File: src/rtl/abies_pkg.sv
// Shared sample-pipeline constants and small I2S helpers.
package abies_pkg;

  localparam int SAMPLE_W       = 32;
  localparam int I2S_SLOT_BITS  = 32;
  localparam int I2S_FRAME_BITS = 64;
  localparam int BIT_CNT_W      = $clog2(I2S_FRAME_BITS);

  typedef logic [SAMPLE_W-1:0]  sample_t;
  typedef logic [BIT_CNT_W-1:0] bit_cnt_t;

  // Word select leads the MSB by one bit: high for bits 31..62 of the frame.
  function automatic logic lr_for_bit(input bit_cnt_t k);
    return (k >= bit_cnt_t'(I2S_SLOT_BITS - 1)) && (k <= bit_cnt_t'(I2S_FRAME_BITS - 2));
  endfunction

  // MSB-first bit position inside a slot for frame bit k.
  function automatic logic [4:0] slot_index(input bit_cnt_t k);
    return ~k[4:0];
  endfunction

endpackage

File: src/rtl/sample_fifo.sv
// Small synchronous first-word-fall-through FIFO with pointers and occupancy count.
module sample_fifo
  import abies_pkg::*;
#(
  parameter int DEPTH = 4
) (
  input  logic                   clk,
  input  logic                   rst,
  input  logic                   push,
  input  logic                   pop,
  input  sample_t                wdata,
  output sample_t                rdata,
  output logic                   full,
  output logic                   empty,
  output logic [$clog2(DEPTH):0] level_next
);

  localparam int PW = $clog2(DEPTH);

  logic [PW-1:0] wr_ptr_q, wr_ptr_d;
  logic [PW-1:0] rd_ptr_q, rd_ptr_d;
  logic [PW:0]   count_q, count_d;
  sample_t       mem_q [DEPTH];
  logic          do_push, do_pop;

  assign full    = (count_q == (PW+1)'(DEPTH));
  assign empty   = (count_q == '0);
  assign do_push = push && !full;
  assign do_pop  = pop && !empty;
  assign rdata   = mem_q[rd_ptr_q];
  assign level_next = count_d;

  always_comb begin
    wr_ptr_d = wr_ptr_q;
    rd_ptr_d = rd_ptr_q;
    count_d  = count_q;
    if (do_push) wr_ptr_d = wr_ptr_q + PW'(1);
    if (do_pop)  rd_ptr_d = rd_ptr_q + PW'(1);
    case ({do_push, do_pop})
      2'b10:   count_d = count_q + (PW+1)'(1);
      2'b01:   count_d = count_q - (PW+1)'(1);
      default: count_d = count_q;
    endcase
  end

  always_ff @(posedge clk or negedge rst) begin
    if (!rst) begin
      wr_ptr_q <= '0;
      rd_ptr_q <= '0;
      count_q  <= '0;
    end else begin
      wr_ptr_q <= wr_ptr_d;
      rd_ptr_q <= rd_ptr_d;
      count_q  <= count_d;
    end
  end

  // Storage carries no reset; the count alone decides what is valid.
  always_ff @(posedge clk) begin
    if (do_push) mem_q[wr_ptr_q] <= wdata;
  end

endmodule

File: src/rtl/i2s_tx.sv
// I2S transmitter: buffers pipeline samples and sends each as a stereo frame,
// emitting the pipeline's per-frame sample_req strobe.
module i2s_tx
  import abies_pkg::*;
#(
  parameter int CLK_DIV    = 16,
  parameter int FIFO_DEPTH = 4
) (
  input  logic                clk,
  input  logic                rst,
  input  logic                en,
  input  logic [SAMPLE_W-1:0] sample_i,
  output logic                ready,
  output logic                sample_req,
  output logic                bclk,
  output logic                lrclk,
  output logic                sdata,
  output logic                underrun,
  output logic                overflow
);

  localparam int DW = $clog2(CLK_DIV);
  localparam int LW = $clog2(FIFO_DEPTH) + 1;

  logic [DW-1:0] div_cnt_q, div_cnt_d;
  logic          bclk_q, bclk_d;
  bit_cnt_t      bit_cnt_q, bit_cnt_d;
  sample_t       word_q, word_d;
  logic          sdata_q, sdata_d;
  logic          lrclk_q, lrclk_d;
  logic          sample_req_q, sample_req_d;
  logic          underrun_q, underrun_d;
  logic          overflow_q, overflow_d;
  logic          ready_q, ready_d;

  logic          terminal, fall_edge;
  logic          fifo_push, fifo_pop, fifo_full, fifo_empty;
  sample_t       fifo_rdata;
  logic [LW-1:0] fifo_level_next;

  assign terminal  = (div_cnt_q == DW'(CLK_DIV - 1));
  assign fall_edge = terminal && bclk_q;
  assign fifo_push = en && ready_q;
  assign ready_d   = (fifo_level_next < LW'(FIFO_DEPTH));

  sample_fifo #(.DEPTH(FIFO_DEPTH)) u_fifo (
    .clk        (clk),
    .rst        (rst),
    .push       (fifo_push),
    .pop        (fifo_pop),
    .wdata      (sample_i),
    .rdata      (fifo_rdata),
    .full       (fifo_full),
    .empty      (fifo_empty),
    .level_next (fifo_level_next)
  );

  always_comb begin
    div_cnt_d    = terminal ? '0 : div_cnt_q + DW'(1);
    bclk_d       = terminal ? ~bclk_q : bclk_q;
    bit_cnt_d    = bit_cnt_q;
    word_d       = word_q;
    sdata_d      = sdata_q;
    lrclk_d      = lrclk_q;
    sample_req_d = 1'b0;
    underrun_d   = 1'b0;
    overflow_d   = en && !ready_q;
    fifo_pop     = 1'b0;
    if (fall_edge) begin
      bit_cnt_d = bit_cnt_q + bit_cnt_t'(1);
      // Frame start: load the next sample, or send silence if nothing is queued.
      if (bit_cnt_d == '0) begin
        sample_req_d = 1'b1;
        if (!fifo_empty) begin
          fifo_pop = 1'b1;
          word_d   = fifo_rdata;
        end else begin
          word_d     = '0;
          underrun_d = 1'b1;
        end
      end
      sdata_d = word_d[slot_index(bit_cnt_d)];
      lrclk_d = lr_for_bit(bit_cnt_d);
    end
  end

  always_ff @(posedge clk or negedge rst) begin
    if (!rst) begin
      div_cnt_q    <= '0;
      bclk_q       <= 1'b0;
      bit_cnt_q    <= '1;
      word_q       <= '0;
      sdata_q      <= 1'b0;
      lrclk_q      <= 1'b0;
      sample_req_q <= 1'b0;
      underrun_q   <= 1'b0;
      overflow_q   <= 1'b0;
      ready_q      <= 1'b0;
    end else begin
      div_cnt_q    <= div_cnt_d;
      bclk_q       <= bclk_d;
      bit_cnt_q    <= bit_cnt_d;
      word_q       <= word_d;
      sdata_q      <= sdata_d;
      lrclk_q      <= lrclk_d;
      sample_req_q <= sample_req_d;
      underrun_q   <= underrun_d;
      overflow_q   <= overflow_d;
      ready_q      <= ready_d;
    end
  end

  assign ready      = ready_q;
  assign sample_req = sample_req_q;
  assign bclk       = bclk_q;
  assign lrclk      = lrclk_q;
  assign sdata      = sdata_q;
  assign underrun   = underrun_q;
  assign overflow   = overflow_q;

endmodule
File: config.mk
export PLATFORM = sky130hd
export DESIGN_NAME = i2s_tx
export DESIGN_NICKNAME = d
export VERILOG_FILES = /design/src/rtl/abies_pkg.sv /design/src/rtl/sample_fifo.sv /design/src/rtl/i2s_tx.sv
export SDC_FILE = /design/constraint.sdc
export NUM_CORES = 1
export LEC_CHECK = 0
export CAP_MARGIN = 40
export CORE_AREA = 2 2 151 138
export DETAILED_ROUTE_END_ITERATION = 12
export DIE_AREA = 0 0 153 140
export PLACE_DENSITY = 0.62
export SYNTH_ARGS = -nofsm -noshare
export SYNTH_HDL_FRONTEND = slang
export SYNTH_SLANG_ARGS = --single-unit
File: constraint.sdc
create_clock -name clk -period 4.2 [get_ports clk]
set_input_delay 0.84 -clock clk [delete_from_list [all_inputs] [get_ports clk]]
set_output_delay 0.84 -clock clk [all_outputs]
set_load 0.05 [all_outputs]
==> impl_results.md, run 1 <==
- Die area: 21400 um2
- Vias in the first global route: 4549
- Power density over the cells: 471 nW/um2
- Setup crit start kind: flip-flop
- Port buffer count: 41
- Final hold slack: 0.452 ns
- Number of synthesized flops with an enable pin: 128
- Top FF cell, synth: edfxtp_1
- CP Max Fanout: 17
- Share of layout cells above drive strength 1: 16.0%
- Status: finished clean
- Max-cap viol count: 0
- WP data arrival: 3.92 ns
- Per-cell routed wire length: 17.6 um
- Tightest Pin Transition: 0.804 ns
- Clock power frac: 34.7%
- Switch share: 26.2%
- Slew Limit Fails: 0
- Clock Sinks: 184
- Syn Area/Cell: 14.7 um2
- Sequential share of power: 52.8%
- # Post-CTS Setup Buffers: 0
- Largest net degree at the start of global routing: 66
- Reg clk slew, reported paths: 0.07 ns
- Ant diodes: 0
- Post_cts resized: 0
- Final #Nets: 620
- Total net switching power: 1.12 mW
- Sequential area share after synthesis: 67.1%
- Hold crit path type: reg2reg
- Fin crit period: 3.61 ns
- Library cells used by synthesis: 48
- Setup Crit Path Kind: reg2reg
- Normalized max-slew margin: 46.4%
- Starting Density: 39.5%
- M1 GR Usage: 19.3%
- Asr flop ratio synth: 30.4%
- Die W: 153 um
- TritonRoute pass-1 iters: 4
- Top Usage Layer GRT: met2
- Drt total wl: 14.8 mm
- Global Route Usage Sum: 14.6%
- Initial antenna violation count: 0
- Core area: 19800 um2
- Area Overhead vs Synth: 15.8%
- Top-level port count: 42
- HPWL Detailed: 9.41 mm
- GR met2 Demand/Resource: 23.8%
- Finished Core Util: 45.8%
- Mapped Cells: 531
- Placer Congestion: 0.866
- Bufs on Longest Clock Path: 2
- Total grt overflow: 0
- Syn Std Cell Area: 7830 um2
- IR drop worst, VDD: 0.274 mV
- Clk_lat worst skew: 0.43 ns
- Root Buffer: clkbuf_16
- Die H: 140 um
- Routed vias/inst: 5.13
- First-pass GRT wire length: 24.2 mm
- Clock skew: 0.0128 ns
- CTS H-tree lvls: 4
- # hold bufs at CTS: 0
- Num CTS Buffers: 17
- # rows: 49
- CTS tree: built
- Worst path required time: 4.51 ns
- YS warnings: 0
- Pwr Total: 4.26 mW
- Via count: 4319
- Grt met3 use: 3.34%
- Crit share post-route: 85.9%
- Fin Setup TNS: 0 ns
- Final setup vio count: 0
- Seq cells post-synth: 184
- Internal cell power: 3.15 mW
- Final Hold Vio Count: 0
- Leakage Power: 3.31 nW
- RSZ-0062 raised after global routing: false
- Routed Antenna Nets: 0
- Critical Path End Type: flip-flop
- DRT iter0 DRCs: 355
- Mapped Nets: 577
- Gate power share: 12.4%
- F_max: 0.277 GHz
- DRC errors left: 0
## cells by family (layout without fill, tap and decap cells)
kind of cell,Yosys count,after routing,share of synthesized area (%)
adders and majority gates,11,11,1.85
muxes,51,51,11.8
AOI/OAI and AO/OA,78,78,6.63
and+or+nand+nor,140,140,7.77
buffers and inverters,51,107,3.10
DFF,184,184,67.1
xor gates and xnor gates,16,16,1.79
## state kept, by name (all words and copies together), names as in the netlist, named ones only
signal           cells
bclk                 1
bit_cnt_q            6
div_cnt_q            4
lrclk                1
overflow             1
ready                1
sample_req           1
sdata                1
u_fifo.count_q       2
u_fifo.mem_q       128
u_fifo.rd_ptr_q      2
u_fifo.wr_ptr_q      2
underrun             1
word_q              32
## critical path, cell delays in order (launching register included)
cell	delay, ns
dfstp_2	0.73
ha_1	0.35
nand2_1	0.10
a311oi_2	0.35
o2111ai_4	0.42
nand2b_2	0.34
nor2b_1	0.26
ha_1	0.25
fa_1	0.41
mux2_2	0.27
## cell usage after synthesis, drive strengths merged (3+ instances only)
library cell | n | area, um2
nand2 | 91 | 344
xnor2 | 7 | 61.3
nor2 | 14 | 52.6
xor2 | 9 | 78.8
inv | 21 | 78.8
ha | 10 | 125
dfrtp | 50 | 1250
a21oi | 4 | 20.0
nand4 | 5 | 31.3
clkbuf | 14 | 52.6
o211ai | 17 | 138
mux2 | 5 | 60.1
nor2b | 4 | 25.0
and2 | 11 | 68.8
nor3 | 3 | 15.0
mux4 | 32 | 721
dfstp | 6 | 158
nand3 | 3 | 15.0
or3 | 4 | 25.0
edfxtp | 128 | 3840
o21ai | 42 | 210
buf | 15 | 108
mux2i | 14 | 140
## layer usage
metal	up-vias	routed length, um
met3	18	539
met4	0	281
met5	-	0
li1	2052	-
met1	2168	6710
met2	81	7260
## metrics by stage
step	worst slack, ns	instances	cell area (um2)
detailed placement	0.632	810	8520
CTS	0.610	842	9060
finish	0.592	842	9060
floorplan	1.15	531	7830
global route	0.368	842	9060
global placement	0.788	809	8490
## final timing paths
path | from | endpoint | slack [ns] | cells after the start
min in group asynchronous | rst | div_cnt_q[3]$_DFF_PN0_ | 0.50 | 1
min | ready$_DFF_PN0_ | overflow$_DFF_PN0_ | 0.45 | 1
max in group asynchronous | rst | word_q[1]$_DFFE_PN0P_ | 2.90 | 2
max | bit_cnt_q[0]$_DFFE_PN1P_ | u_fifo.count_q[1]$_DFFE_PN0N_ | 0.59 | 9
max reg2reg | bit_cnt_q[0]$_DFFE_PN1P_ | u_fifo.count_q[1]$_DFFE_PN0N_ | 0.59 | 9
min reg2reg | ready$_DFF_PN0_ | overflow$_DFF_PN0_ | 0.45 | 1
## area by class of cell
cell class,instances,area [um2]
Clock buffer,18,429
Clock inverter,14,115
Fill cell,1756,10700
Inverter,22,82.6
Multi-Input combinational cell,296,2350
Sequential cell,184,5250
Tap cell,255,319
Timing Repair Buffer,53,515
## cells in the final DEF (no fill, tap or decap), types with 9 or more instances in the layout
master           instances
edfxtp_1               128
nand2_1                 90
dfrtp_1                 49
o21ai_0                 42
clkdlybuf4s50_1         40
mux4_2                  32
inv_1                   21
clkbuf_16               17
o211ai_1                15
nor2_1                  14
mux2i_1                 14
buf_4                   11
and2_1                  10
ha_1                    10
xor2_1                   9
## power groups by stage
| stage | Clock (mW) | Combinational, mW | Sequential, mW |
|---|---|---|---|
| after floorplan | 0 | 0.301 | 2.30 |
| after global placement | 0 | 0.533 | 2.28 |
| after detailed placement | 0 | 0.547 | 2.29 |
| after CTS | 1.52 | 0.548 | 2.26 |
| after global routing | 1.58 | 0.596 | 2.28 |
| final | 1.48 | 0.530 | 2.25 |
(Power assumes the default switching activity.)
==> run 2, diff against run 1 <==
--- a/config.mk
+++ b/config.mk
@@ -12,2 +12,3 @@
 export PLACE_DENSITY = 0.62
+export SETUP_SLACK_MARGIN = 0.02
 export SYNTH_ARGS = -nofsm -noshare
@@ -15 +16,2 @@
 export SYNTH_SLANG_ARGS = --single-unit
+export TNS_END_PERCENT = 20
==> constraint.sdc (replaced) <==
create_clock -name clk -period 4.2 [get_ports clk]
set_input_delay 1.05 -clock clk [delete_from_list [all_inputs] [get_ports clk]]
set_output_delay 1.05 -clock clk [all_outputs]
set_load 0.05 [all_outputs]
==> run 2 against run 1 <==
  * Clock power rose by 3%
  * Count of clock-buffer cells in the layout fell by 1
  * Die area did not move
  * Critical path type unchanged
  * Critical endpoint unchanged
  * Sequential power barely moved
  * Via count fell by 0.67%
  * Register-to-register slack improved by 0.03 ns
==> impl_results.md, run 2 (same netlist as run 1, synthesis figures left out) <==
- Final Hold Vio Count: 0 (unchanged)
- CTS tree: built
- # fillers: 1752 (-0.23%)
- Area Overhead vs Synth: 15.9% (about the same)
- DRT iter0 DRCs: 321 (-9.6%)
- Die H: 140 um (unchanged)
- IR drop worst, VDD: 0.315 mV (+15%)
- Crit. Startpoint: bit_cnt_q[0]$_DFFE_PN1P_
- Clk_lat worst skew: 0.44 ns (about the same)
- Routed Antenna Nets: 0 (unchanged)
- Max FFs per register: 128 (unchanged)
- Per-cell routed wire length: 17.7 um (+0.63%)
- Hold Crit Start: ready$_DFF_PN0_
- Setup crit start kind: flip-flop
- # Post-CTS Setup Buffers: 0 (unchanged)
- Clock Sinks: 184 (unchanged)
- Reg2Reg Setup Slack: 0.62 ns (+0.03 ns)
- Crit share post-route: 85.3% (-0.64 points)
- Slew Limit Fails: 0 (unchanged)
- Status: finished clean
- Register area: 5250 um2 (unchanged)
- # hold bufs at CTS: 0 (unchanged)
- Clock skew: 0.00791 ns (-0.00494 ns)
- Final setup vio count: 0 (unchanged)
- Die W: 153 um (unchanged)
- F_max: 0.279 GHz (+0.75%)
- RSZ-0062 raised after global routing: false
- Area occupied by multi-input gates: 2350 um2 (unchanged)
- Starting Density: 39.5% (unchanged)
- TritonRoute pass-1 iters: 4 (unchanged)
- Top-level port count: 42 (unchanged)
- Leakage Power: 3.30 nW (about the same)
- Normalized max-slew margin: 44.1% (-2.3 points)
- Biggest regs: u_fifo.mem_q x128, word_q x32, bit_cnt_q x6
- Critical R2R Capture: u_fifo.count_q[1]$_DFFE_PN0N_
- CTS H-tree lvls: 4 (unchanged)
- Global Route Usage Sum: 15.1% (+0.51 points)
- Die area: 21400 um2 (unchanged)
- Reg clk slew, reported paths: 0.07 ns (about the same)
- Via count: 4290 (-0.67%)
- Fin crit period: 3.58 ns (-0.0267 ns)
- WP data arrival: 3.90 ns (-0.02 ns)
- CP Max Fanout: 17 (unchanged)
- Ant diodes: 0 (unchanged)
- Largest net degree at the start of global routing: 66 (unchanged)
- Hold crit path type: reg2reg
- Drt total wl: 14.9 mm (+0.51%)
- Power density over the cells: 476 nW/um2 (+1.2%)
- Most frequent cells in the layout: edfxtp_1 (128), nand2_1 (90), dfrtp_1 (49)
- Core area: 19800 um2 (unchanged)
- Post_cts resized: 0 (unchanged)
- HPWL Detailed: 9.42 mm (+0.20%)
- Fin Setup TNS: 0 ns (unchanged)
- Final hold slack: 0.455 ns (+0.00345 ns)
- Bufs on Longest Clock Path: 2 (unchanged)
- DRC errors left: 0 (unchanged)
- First-pass GRT wire length: 24.8 mm (+2.6%)
- Setup Crit Path Kind: reg2reg
- Total grt overflow: 0 (unchanged)
- Num CTS Buffers: 17 (unchanged)
- Vias in the first global route: 4534 (-0.33%)
- Tightest Pin Transition: 0.838 ns (+0.0347 ns)
- Final #Nets: 619 (-0.16%)
- Critical Path End Type: flip-flop
- Most flops, register: u_fifo.mem_q
- Worst path required time: 4.52 ns (about the same)
- Reg2reg start: bit_cnt_q[0]$_DFFE_PN1P_
- Share of layout cells above drive strength 1: 16.2% (+0.20 points)
- Root Buffer: clkbuf_16
- Routed vias/inst: 5.10 (-0.55%)
- Worst hold path endpoint: overflow$_DFF_PN0_
- Port buffer count: 41 (unchanged)
- Placer Congestion: 0.850 (-1.8%)
- Most common cell after layout, fill and taps aside: edfxtp_1
- R2R depth: 9 (unchanged)
- # rows: 49 (unchanged)
- Initial antenna violation count: 0 (unchanged)
- Hold path depth: 1 (unchanged)
- Max-cap viol count: 0 (unchanged)
## run 2: through the flow
stage | power (mW) | setup slack (ns) | utilization (%) | cells | area (um2)
detailed placement | 2.84 | 0.631 | 42.9 | 809 | 8500
global placement | 2.81 | 0.783 | 42.9 | 809 | 8500
finish | 4.32 | 0.618 | 45.8 | 841 | 9070
global route | 4.51 | 0.415 | 45.8 | 841 | 9070
CTS | 4.38 | 0.610 | 45.8 | 841 | 9070
floorplan | 2.61 | 1.15 | - | 531 | 7830
## run 2: layout make-up
type / instances / share of cell area [%]
Inverter: 22 / 0.910
Timing Repair Buffer: 52 / 5.52
Clock buffer: 17 / 4.69
Clock inverter: 15 / 1.57
Multi-Input combinational cell: 296 / 25.9
Tap cell: 255 / 3.52
Sequential cell: 184 / 57.9
## run 2: worst max-delay path by stage
stage               slack (ns)  cells past startpoint                            end
floorplan                 1.15                     11  u_fifo.count_q[1]$_DFFE_PN0N_
global placement          0.78                      9  u_fifo.count_q[1]$_DFFE_PN0N_
detailed placement        0.63                      9  u_fifo.count_q[1]$_DFFE_PN0N_
CTS                       0.61                      9  u_fifo.count_q[1]$_DFFE_PN0N_
global route              0.41                     12                ready$_DFF_PN0_
finish                    0.62                      9  u_fifo.count_q[1]$_DFFE_PN0N_
## run 2: power breakdown
part,switching (mW),internal [mW]
registers,0.0633,2.19
clock network,0.703,0.830
logic,0.354,0.180
## run 2: worst max-delay path: stages, from the launching register on
cell,delay [ns]
dfstp_2,0.73
ha_1,0.34
nand2_1,0.10
a311oi_2,0.34
o2111ai_4,0.41
nand2b_2,0.34
nor2b_1,0.25
ha_1,0.25
fa_1,0.43
mux2_2,0.27
## run 2: layer usage
metal,up-vias,routed length (um),GRT usage (%)
li1,2045,-,-
met1,2151,6870,19.7
met2,74,7170,24.5
met3,20,534,3.93
met4,0,292,5.75
met5,-,0,0
==> run 3, diff against run 2 <==
==> constraint.sdc (replaced) <==
create_clock -name clk -period 4.18 [get_ports clk]
set_input_delay 1.045 -clock clk [delete_from_list [all_inputs] [get_ports clk]]
set_output_delay 1.045 -clock clk [all_outputs]
set_load 0.005 [all_outputs]
==> run 3 against run 2 <==
  * Clock power about the same
  * Combinational power down 4.5%
  * First-iteration DRC count down 23%
  * Global-route usage down 0.31 points
  * Final cell count shrank 0.12%
  * Die area is the same
  * Routed wire length up 0.38%
  * Non-clock buffer count is 1 lower
  * Count of clock-buffer cells in the layout rose by 2
  * Highest routed layer unchanged
==> impl_results.md, run 3 (same netlist as run 1, synthesis figures left out) <==
- Critical Path End Type: flip-flop
- Num CTS Buffers: 17 (unchanged)
- Final #Nets: 618 (-0.16%)
- Internal cell power: 3.27 mW (+2.1%)
- Final setup vio count: 0 (unchanged)
- Hold path depth: 1 (unchanged)
- Die W: 153 um (unchanged)
- Sequential share of power: 52.3% (about the same)
- Hold crit path type: reg2reg
- Max FFs per register: 128 (unchanged)
- Core area: 19800 um2 (unchanged)
- Leakage Power: 3.30 nW (-0.13%)
- Clock Sinks: 184 (unchanged)
- WP data arrival: 3.86 ns (-0.04 ns)
- Reg2Reg Setup Slack: 0.63 ns (about the same)
- Drt total wl: 14.9 mm (+0.38%)
- Fin crit period: 3.55 ns (-0.0294 ns)
- First-pass GRT wire length: 24.3 mm (-2.1%)
- HPWL Detailed: 9.47 mm (+0.46%)
- Setup slack after placement: 0.641 ns (+0.0103 ns)
- RSZ-0062 raised after global routing: false
- Slowest-stage cell, CP: dfstp_2
- Critical R2R Capture: u_fifo.count_q[1]$_DFFE_PN0N_
- Setup Crit Path Kind: reg2reg
- Die area: 21400 um2 (unchanged)
- Die H: 140 um (unchanged)
- WP buf/inv: 0 (unchanged)
- CP Cell Sequence: ha_1 > nand2_1 > a311oi_2 > o2111ai_4 > nand2b_2 > nor2b_1 > ha_1 > fa_1 > mux2_2
- Reg clk slew, reported paths: 0.07 ns (about the same)
- CTS H-tree lvls: 4 (unchanged)
- Final Hold Vio Count: 0 (unchanged)
- Bufs on Longest Clock Path: 2 (unchanged)
- Final worst-path setup slack: 0.628 ns (+0.00936 ns)
- CP Max Fanout: 17 (unchanged)
- Most common cell after layout, fill and taps aside: edfxtp_1
- Routed Antenna Nets: 0 (unchanged)
- # hold bufs at CTS: 0 (unchanged)
- Share of layout cells above drive strength 1: 15.7% (-0.49 points)
- Switch share: 24.6% (-1.4 points)
- CP peak stage delay: 0.72 ns (about the same)
- Status: finished clean
- Largest delay contributor family on the critical path: adder cells
- DRC errors left: 0 (unchanged)
- Crit share post-route: 85.0% (-0.29 points)
- Initial antenna violation count: 0 (unchanged)
- Power density over the cells: 478 nW/um2 (+0.25%)
- Normalized max-slew margin: 44.4% (+0.25 points)
- DRT iter0 DRCs: 247 (-23%)
- Max-cap viol count: 0 (unchanged)
- Area Overhead vs Synth: 15.9% (about the same)
- Gate power share: 11.7% (-0.6 points)
- Hold Crit Start: ready$_DFF_PN0_
- Ant diodes: 0 (unchanged)
- Post_cts resized: 0 (unchanged)
- Tightest Pin Transition: 0.835 ns (-0.00377 ns)
- Most frequent cells in the layout: edfxtp_1 (128), nand2_1 (90), dfrtp_1 (49)
- Worst hold path endpoint: overflow$_DFF_PN0_
- Global Route Usage Sum: 14.8% (-0.31 points)
- Biggest regs: u_fifo.mem_q x128, word_q x32, bit_cnt_q x6
- F_max: 0.282 GHz (+0.83%)
- Root Buffer: clkbuf_16
- Placer Congestion: 0.861 (+1.2%)
- Reg2reg start: bit_cnt_q[0]$_DFFE_PN1P_
- Largest net degree at the start of global routing: 66 (unchanged)
- Clock power frac: 36.0% (+0.5 points)
- Most flops, register: u_fifo.mem_q
- Starting Density: 39.5% (unchanged)
- Total net switching power: 1.06 mW (-5.0%)
- Vias in the first global route: 4582 (+1.1%)
- # rows: 49 (unchanged)
- Top cell by count, worst path: ha_1
- CTS tree: built
- # Post-CTS Setup Buffers: 0 (unchanged)
- Fin Setup TNS: 0 ns (unchanged)
- Per-cell routed wire length: 17.8 um (+0.50%)
- Clk_lat worst skew: 0.43 ns (about the same)
- Setup crit start kind: flip-flop
- Via count: 4328 (+0.89%)
- Slew Limit Fails: 0 (unchanged)
- Total grt overflow: 0 (unchanged)
- Worst path required time: 4.49 ns (-0.03 ns)
- Routed vias/inst: 5.15 (+1.0%)
- TritonRoute pass-1 iters: 4 (unchanged)
- # fillers: 1706 (-2.6%)
- IR drop worst, VDD: 0.271 mV (-14%)
- Clock skew: 0.00789 ns (-0.0000234 ns)
- Port buffer count: 41 (unchanged)
- Top-level port count: 42 (unchanged)
- R2R depth: 9 (unchanged)
## run 3: how the worst max path moves through the flow
stage                        startpoint                       endpoint  slack [ns]  depth (start not counted)
6_report       bit_cnt_q[0]$_DFFE_PN1P_  u_fifo.count_q[1]$_DFFE_PN0N_        0.63                          9
5_1_grt        bit_cnt_q[0]$_DFFE_PN1P_  u_fifo.count_q[1]$_DFFE_PN0N_        0.42                          9
4_1_cts        bit_cnt_q[0]$_DFFE_PN1P_  u_fifo.count_q[1]$_DFFE_PN0N_        0.61                          9
3_5_place_dp   bit_cnt_q[0]$_DFFE_PN1P_  u_fifo.count_q[1]$_DFFE_PN0N_        0.64                          9
3_3_place_gp   bit_cnt_q[0]$_DFFE_PN1P_  u_fifo.count_q[1]$_DFFE_PN0N_        0.78                          9
2_1_floorplan  bit_cnt_q[1]$_DFFE_PN1P_  u_fifo.count_q[1]$_DFFE_PN0N_        1.13                         11
## run 3: layout make-up
cell class / instances / area [um2] / share of cell area [%]
timing repair buffer: 51 / 493 / 5.43
multi-input combinational: 296 / 2350 / 25.9
tap: 255 / 319 / 3.52
sequential: 184 / 5250 / 57.9
inverter: 22 / 82.6 / 0.910
clock buffer: 19 / 433 / 4.77
clock inverter: 13 / 145 / 1.60
## run 3: power groups by stage
stage	Sequential (mW)	Clock [mW]	Combinational (mW)
after global routing	2.29	1.68	0.569
after detailed placement	2.31	0	0.523
after floorplan	2.29	0	0.302
final	2.27	1.56	0.509
after CTS	2.27	1.60	0.525
after global placement	2.29	0	0.506
## run 3: stage by stage
stage / area, um2 / total power [mW] / utilization [%] / std cells / hold WS [ns]
5_1_grt: 9070 / 4.53 / 45.8 / 840 / 0.476
2_1_floorplan: 7830 / 2.59 / - / 531 / 0.442
6_report: 9070 / 4.33 / 45.8 / 840 / 0.457
3_3_place_gp: 8500 / 2.80 / 42.9 / 808 / 0.451
4_1_cts: 9070 / 4.39 / 45.8 / 840 / 0.465
3_5_place_dp: 8500 / 2.83 / 42.9 / 808 / 0.456
## run 3: layer usage
layer / global-route usage (%) / wire length (um) / vias to the layer above
met3: 3.40 / 476 / 21
met1: 19.2 / 6740 / 2197
met4: 6.14 / 363 / 0
met5: 0 / 0 / -
met2: 24.2 / 7340 / 67
li1: - / - / 2043
